### src/rtl/stepper_pkg.sv
// Shared constants for the multi-channel stepper controller: coil table,
// step sizes and per-channel bit-slice layout.
package stepper_pkg;

    localparam int RF_PER_CH  = 2;
    localparam int RF_DIR_OFS = 0;
    localparam int RF_EN_OFS  = 1;
    localparam int COIL_W     = 4;

    localparam logic [2:0] STEP_HALF = 3'd1;
    localparam logic [2:0] STEP_FULL = 3'd2;

    // Entry n is the unipolar coil pattern for phase index n.
    localparam logic [7:0][3:0] COIL_TABLE = {
        4'b1001, 4'b0001, 4'b0011, 4'b0010,
        4'b0110, 4'b0100, 4'b1100, 4'b1000
    };

endpackage

### src/rtl/stepper_channel.sv
// One stepper channel: button synchronisation and toggle latches, limit
// gating, phase index / signed position registers and coil lookup.
module stepper_channel
    import stepper_pkg::*;
#(
    parameter int POS_W = 16
) (
    input  logic                    clk_i,
    input  logic                    rst_ni,
    input  logic [RF_PER_CH-1:0]    rf_i,
    input  logic                    limit_i,
    input  logic                    half_step_i,
    input  logic                    tick_i,
    output logic [COIL_W-1:0]       coil_o,
    output logic                    dir_o,
    output logic                    en_o,
    output logic signed [POS_W-1:0] pos_o
);

    logic [RF_PER_CH-1:0]    rf_s1_q, rf_s2_q, rf_dly_q;
    logic                    lim_s1_q, lim_s2_q;
    logic                    dir_q, dir_d;
    logic                    en_q, en_d;
    logic [2:0]              idx_q, idx_d;
    logic signed [POS_W-1:0] pos_q, pos_d;

    logic [RF_PER_CH-1:0]    rf_rise;
    logic                    step_en;
    logic [2:0]              step_amt;
    logic signed [POS_W-1:0] pos_delta;

    assign rf_rise   = rf_s2_q & ~rf_dly_q;
    // Forward motion stops on the limit; reverse always allowed to back off it.
    assign step_en   = tick_i & en_q & ~(lim_s2_q & dir_q);
    assign step_amt  = half_step_i ? STEP_HALF : STEP_FULL;
    assign pos_delta = POS_W'(step_amt);

    always_comb begin
        dir_d = dir_q ^ rf_rise[RF_DIR_OFS];
        en_d  = en_q ^ rf_rise[RF_EN_OFS];
        idx_d = idx_q;
        pos_d = pos_q;
        if (step_en) begin
            if (dir_q) begin
                idx_d = idx_q + step_amt;
                pos_d = pos_q + pos_delta;
            end else begin
                idx_d = idx_q - step_amt;
                pos_d = pos_q - pos_delta;
            end
        end
    end

    always_ff @(posedge clk_i or negedge rst_ni) begin
        if (!rst_ni) begin
            rf_s1_q  <= '0;
            rf_s2_q  <= '0;
            rf_dly_q <= '0;
            lim_s1_q <= 1'b0;
            lim_s2_q <= 1'b0;
            dir_q    <= 1'b0;
            en_q     <= 1'b0;
            idx_q    <= '0;
            pos_q    <= '0;
        end else begin
            rf_s1_q  <= rf_i;
            rf_s2_q  <= rf_s1_q;
            rf_dly_q <= rf_s2_q;
            lim_s1_q <= limit_i;
            lim_s2_q <= lim_s1_q;
            dir_q    <= dir_d;
            en_q     <= en_d;
            idx_q    <= idx_d;
            pos_q    <= pos_d;
        end
    end

    // Disabled channel de-energises its coils but keeps its phase index.
    assign coil_o = en_q ? COIL_TABLE[idx_q] : '0;
    assign dir_o  = dir_q;
    assign en_o   = en_q;
    assign pos_o  = pos_q;

endmodule

### src/rtl/multi_stepper_controller.sv
// N-channel stepper controller top: shared step-tick divider feeding an
// array of independent stepper_channel instances.
module multi_stepper_controller
    import stepper_pkg::*;
#(
    parameter int NUM_CH   = 2,
    parameter int STEP_DIV = 1_000_000,
    parameter int DIV_W    = 24,
    parameter int POS_W    = 16
) (
    input  logic                        clk,
    input  logic                        rst,
    input  logic [RF_PER_CH*NUM_CH-1:0] rf_in,
    input  logic [NUM_CH-1:0]           limit_sw,
    input  logic                        half_step,
    output logic [COIL_W*NUM_CH-1:0]    coil_out,
    output logic [NUM_CH-1:0]           dir_out,
    output logic [NUM_CH-1:0]           en_out,
    output logic [POS_W*NUM_CH-1:0]     pos_out
);

    logic [DIV_W-1:0] cnt_q, cnt_d;
    logic             tick;

    assign tick  = (cnt_q == DIV_W'(STEP_DIV - 1));
    assign cnt_d = tick ? '0 : cnt_q + 1'b1;

    always_ff @(posedge clk or negedge rst) begin
        if (!rst) begin
            cnt_q <= '0;
        end else begin
            cnt_q <= cnt_d;
        end
    end

    for (genvar i = 0; i < NUM_CH; i++) begin : g_ch
        stepper_channel #(
            .POS_W (POS_W)
        ) u_ch (
            .clk_i       (clk),
            .rst_ni      (rst),
            .rf_i        (rf_in[RF_PER_CH*i +: RF_PER_CH]),
            .limit_i     (limit_sw[i]),
            .half_step_i (half_step),
            .tick_i      (tick),
            .coil_o      (coil_out[COIL_W*i +: COIL_W]),
            .dir_o       (dir_out[i]),
            .en_o        (en_out[i]),
            .pos_o       (pos_out[POS_W*i +: POS_W])
        );
    end

endmodule

### config.mk
export PLATFORM = sky130hd
export DESIGN_NAME = multi_stepper_controller
export DESIGN_NICKNAME = d
export VERILOG_FILES = /design/src/rtl/stepper_pkg.sv /design/src/rtl/stepper_channel.sv /design/src/rtl/multi_stepper_controller.sv
export SDC_FILE = /design/constraint.sdc
export NUM_CORES = 1
export LEC_CHECK = 0
export BUFFER_PORTS_ARGS = -buffer_cell sky130_fd_sc_hd__clkbuf_2
export CAP_MARGIN = 20
export CORE_UTILIZATION = 50
export CTS_CLUSTER_SIZE = 24
export DETAILED_ROUTE_END_ITERATION = 7
export PLACE_DENSITY = 0.83
export SETUP_SLACK_MARGIN = 0.02
export SLEW_MARGIN = 20
export SYNTH_ARGS = -nofsm -noshare
export SYNTH_HDL_FRONTEND = slang
export SYNTH_SLANG_ARGS = --single-unit
### constraint.sdc
create_clock -name clk -period 2.7 [get_ports clk]
set_input_delay 0.54 -clock clk [delete_from_list [all_inputs] [get_ports clk]]
set_output_delay 0.54 -clock clk [all_outputs]
set_load 0.1 [all_outputs]
Word level (Yosys, flattened, before mapping). Memory sizes are Yosys's and may differ from the RTL's. Index checks and enable logic that the tools add are counted.

Add/subtract/negate cells: 9. Order comparisons: 2. Equal/unequal tests: 1. Muxes and demuxes: 10. Bitwise gates (word level): 16.

Operator list (number): 16-bit by 4-bit adder with 16-bit output (2); 16-bit two-way mux (2); 16-bit by 4-bit subtractor with 16-bit output (2); 24-bit by 1-bit adder with 24-bit output (second input constant) (1); 24-bit by 20-bit == test with 1-bit output (second input constant) (1); 24-bit two-way mux (1); 4-bit two-way mux (4); 3-bit by 4-bit less-than comparator with 1-bit output (second input constant) (2); 3-bit adder (2); 1-bit AND (6); 3-bit two-way mux (2); 3-bit subtractor (2); 2-bit AND (2); 2-bit inverter (2); 1-bit bitwise XOR (4); 2-bit two-way mux (1); 1-bit inverter (2).

Register bits after elaboration: 82. Memory bits (read-only): 64. Input bits: 9. Output and inout bits: 44. Logic and storage cells: 59. Memories kept: 2.

Memories: (no name shown) (depth 8, width 4, read ports 1, clocked after Yosys merged registers in 0, write ports 0, line stepper_channel.sv:79) `assign coil_o = en_q ? COIL_TABLE[idx_q] : '0;`; (no name shown) (depth 8, width 4, read ports 1, clocked after Yosys merged registers in 0, write ports 0, line stepper_channel.sv:79).

Longest topological paths before layout.
Depth in word-level cells: 3. Depth in mapped cells: 11. Depth with buffers taken out: 10.

Cells and area by module. A second synthesis with hierarchy kept.

Cell total of the unflattened synthesis: 517. Area total of the unflattened synthesis: 4958.5 um^2.

By module, submodules not included: stepper_channel (g_ch[0].u_ch) (instances 1, cells each 213, area an instance 1974.4 um^2); stepper_channel (g_ch[1].u_ch) (instances 1, cells each 199, area an instance 1859.3 um^2); multi_stepper_controller (instances 1, cells each 105, area an instance 1124.8 um^2).

Worst setup path before layout. OpenSTA, ideal clock, no wires.

Kind: reg-to-reg. From: reg g_ch[0].u_ch.pos_q[0]. To: reg g_ch[0].u_ch.pos_q[14]. Library setup time: 0.095 ns. Arrival time: 2.780 ns. Data required time: 2.605 ns. Setup slack: -0.175 ns. Cell stages (with the launch flop): 11. Path through: dfrtp_1 -> ha_1 -> inv_1 -> fa_1 -> nor2b_1 -> o21ai_1 -> a21oi_1 -> a2111oi_2 -> nor4_1 -> nor4_1 -> o31ai_1.

Longest elaborated chain between the ends: 2.

RTL lines: from (decl) (line stepper_channel.sv:25) `logic signed [POS_W-1:0] pos_q, pos_d;`; from (signal assigned) (line stepper_channel.sv:74) `pos_q <= pos_d;`; 16-bit by 4-bit subtractor with 16-bit output / 16-bit by 4-bit adder with 16-bit output (equally long branches) (line stepper_channel.sv:49, stepper_channel.sv:46); 16-bit two-way mux (*) (line stepper_channel.sv:44) `if (dir_q) begin`.

Every way passes the cells marked *; elsewhere a longest branch is shown, timed or not. A chain may end at the register's enable or synchronous reset.

Worst setup path after layout.
From: reg g_ch[0].u_ch.dir_q. To: reg g_ch[0].u_ch.pos_q[15].

Longest elaborated chain between the ends: 3.

RTL lines: from (decl) (line stepper_channel.sv:22) `logic dir_q, dir_d;`; from (signal assigned) (line stepper_channel.sv:71) `dir_q <= dir_d;`; 1-bit AND (line stepper_channel.sv:34) `assign step_en = tick_i & en_q & ~(lim_s2_q & dir_q);`; 1-bit inverter (line stepper_channel.sv:34); 1-bit AND (line stepper_channel.sv:34).

Parallel ways exist; a longest one is shown, timed or not.

==> out/summary.txt <==
Status: complete, but fails checks
Violated checks: design-rule violations
Multi-input logic area: 2450 um^2
DRC violation count after routing: 4
Setup repair after global routing missed its margin: yes
Gp weighted congestion: 0.9022
HP Class: in2async
Cell Rows: 34
Share of the core filled with cells in the final layout: 60.78%
Wire length of the first global-routing pass: 16.30 mm
Largest cells by area after synthesis: dfrtp_1, ha_1, xnor2_1
Number of global-route vias before repair: 3626
Overall die height: 97.93 um
Most frequent cell after synthesis: dfrtp_1
Cell type group with the largest total delay on the critical path: compound AO/OA/AOI/OAI gates
Overall routed net length: 9.495 mm
Share of Yosys cell area claimed by the top area cell type: 44.60%
Primary flip-flop cell chosen by synthesis mapping: dfrtp_1
Highest Clock Rate: 384.5 MHz
Htree depth: 3
Width of the die: 97.93 um
Effective utilization at floorplan: 52.24%
Kind of critical path: reg2reg
Master of the slowest instance on the critical path: dfrtp_2
Top cell by count, worst path: a21oi_1
Number of optimization iterations in the first detailed-route pass: 7
Global Route Usage Sum: 21.10%
Number of warnings printed during yosys synthesis: 0
Number of synthesized flops with an enable pin: 0
Crit Path Max Fanout: 12
Sequential cell area: 2063 um^2
Clk Tree Root Cell: clkbuf_8
Routed length per instance: 14.63 um
Final critical-path share of the clock period: 96.34%
Pin slew with the least headroom to its limit: 0.6186 ns
Cell type contributing the most total cell area after synthesis: dfrtp_1
Crit path DAT: 2.87 ns
Clock buffers created by TritonCTS: 9
Largest net degree at the start of global routing: 48
Half-perimeter wire length after detailed placement: 7.002 mm
Worst stage delay on the critical path: 0.47 ns
Skew final: 0.02163 ns
Max capacitance violation total: 0
Critical path depth: 11
Mean cell area of the mapped netlist: 9.894 um^2
Fraction of final layout cells sized beyond drive strength 1: 21.07%
Total of hold buffers inserted after clock tree synthesis: 0
DRT iter0 DRCs: 180
Area of the die: 9589 um^2
Final period demand of the worst path: 2.601 ns
Number of clock sinks: 82
Power density cells: 930.0 nW/um^2
Final total negative setup slack: 0 ns
Antenna cell count: 0
Clock insertion delay at the later pin of the skew report: 0.37 ns
Cells traversed along the worst timing path: inv_1 -> buf_4 -> ha_1 -> a21o_1 -> nor3_1 -> a21oi_1 -> buf_4 -> a21oi_1 -> a21oi_1 -> mux2i_1 -> xnor2_1
Startpoint class of the critical path: flip-flop
Proportion of synthesized chip area in sequential cells: 44.60%
Post-synthesis instance area: 4601 um^2
Number of pins with negative max-slew slack in the final report: 0
Synthesis-to-finish area growth: 16.34%
CP Capture Type: flip-flop
Library cells used by synthesis: 49
Cell types with the highest counts after synthesis: dfrtp_1, nand2_1, nor2_1
Number of top-level pins: 53
#FFs+latches synth: 82
Crit path required time: 2.97 ns
Static leakage power: 0.002456 uW
Number of inserted filler cells in the final layout: 701
Number of setup buffers added after CTS: 0
Final layout net count: 582
Antenna-violating nets left: 0
I/O Buffers: 52
TritonCTS clock tree: done
Synth Instances: 465
Depth of the most critical reg-to-reg path: 11
Clock slew at the register clock pins of the worst setup and hold paths: 0.10 ns
Hold violation total from the final report: 0
Worst-case clock buffer depth: 2
Worst supply voltage drop on vdd: 0.3753 mV
Share of flip-flops with an asynchronous set or reset: 100.0%
Antenna violations before repair: 0
Synthesized net count: 511
Worst path bufs/invs: 3
Relative slew slack: 58.76%
Via Count: 3620
Drt via density: 5.578
Total core area: 8806 um^2
Overall overflow remaining after global route: 0
Final setup fails: 0
## power breakdown
group | internal [uW] | total (uW) | switching, uW
Clock | 520 | 970 | 450
Sequential | 1270 | 1340 | 61.4
Combinational | 1000 | 2670 | 1670
## cells in the final DEF (no fill, tap or decap), types with 4 or more instances in the layout
cell type,count
a211oi_1,4
a21o_1,7
a21oi_1,18
and2_1,7
and3_1,5
buf_4,21
clkbuf_2,51
clkbuf_8,9
dfrtp_1,73
dfrtp_2,9
fa_1,4
ha_1,33
inv_1,16
mux2_2,7
mux2i_1,4
nand2_1,56
nand2b_1,4
nand3_1,21
nand4_1,5
nor2_1,36
nor2b_1,5
nor3_1,4
nor3b_1,4
o21ai_0,35
o21bai_1,4
o31ai_1,4
xnor2_1,32
xor2_1,18
## worst paths after layout
path,endpoint,slack (ns),from
worst max register to register,g_ch[0].u_ch.pos_o[15]$_DFFE_PN0P_,0.1,g_ch[0].u_ch.dir_o$_DFF_PN0_
worst min-delay path,g_ch[1].u_ch.rf_dly_q[1]$_DFF_PN0_,0.18,rst
worst min register to register,g_ch[0].u_ch.lim_s2_q$_DFF_PN0_,0.34,g_ch[0].u_ch.lim_s1_q$_DFF_PN0_
worst max-delay path,g_ch[0].u_ch.pos_o[15]$_DFFE_PN0P_,0.1,g_ch[0].u_ch.dir_o$_DFF_PN0_
max in group asynchronous,g_ch[0].u_ch.dir_o$_DFF_PN0_,1.88,rst
min in group clk,g_ch[1].u_ch.rf_s1_q[1]$_DFF_PN0_,0.27,rf_in[3]
## stage by stage
step	hold slack (ns)	cell area [um^2]	setup slack, ns	cells	power [uW]
final	0.1762	5353	0.09888	649	4978
after global routing	0.2240	5353	-0.1431	649	5315
after CTS	0.1966	5329	0.03679	649	4923
after detailed placement	0.3365	5105	-0.1888	633	3925
after global placement	0.3319	5105	-0.1194	633	3826
after floorplan	0.2444	4611	0.07376	465	3365
## worst register-to-register path: stages, from the launching register on
cell     delay [ns]
dfrtp_2        0.47
inv_1          0.15
buf_4          0.23
ha_1           0.31
a21o_1         0.22
nor3_1         0.14
a21oi_1        0.12
buf_4          0.17
a21oi_1        0.23
a21oi_1        0.14
mux2i_1        0.19
xnor2_1        0.15
## kinds of logic (layout without fill, tap and decap cells)
family / Yosys count / count (layout) / synth area share (%)
multiplexers: 11 / 11 / 2.584
XOR/XNOR: 50 / 50 / 9.519
flip-flops: 82 / 82 / 44.60
AND/OR/NAND/NOR: 163 / 163 / 17.22
AO/OA/AOI/OAI: 93 / 93 / 12.46
adder cells (fa/ha/maj): 37 / 37 / 10.72
buffers and inverters: 29 / 105 / 2.910
## cell type report
type | count | share of cell area [%]
clock buffer | 11 | 2.454
tap | 108 | 2.525
inverter | 16 | 1.122
clock inverter | 5 | 1.496
multi-input combinational | 354 | 45.77
timing repair buffer | 73 | 8.088
sequential | 82 | 38.55
## repair_timing
action / CTS / global route
pin swaps: 0 / 1
gates resized for setup: 1 / 6
setup endpoints to repair: 2 / 7
endpoints found under the hold margin: 0 / 0
## sequential cells by signal, indices dropped and copies added, names as in the netlist
name                cells
g_ch.u_ch.idx_q         6
g_ch.u_ch.lim_s1_q      2
cnt_q                  24
g_ch.u_ch.rf_s1_q       4
g_ch.u_ch.en_o          2
g_ch.u_ch.dir_o         2
g_ch.u_ch.rf_s2_q       4
g_ch.u_ch.pos_o        32
g_ch.u_ch.lim_s2_q      2
g_ch.u_ch.rf_dly_q      4
## routing by layer
layer,GRT usage (%),up-vias,routed length (um)
met2,35.81,83,4709
met4,7.110,0,165
met5,0,-,0
met3,4.366,18,376
li1,-,1761,-
met1,26.85,1758,4242
Note: power is estimated with default switching activity, not from simulation.
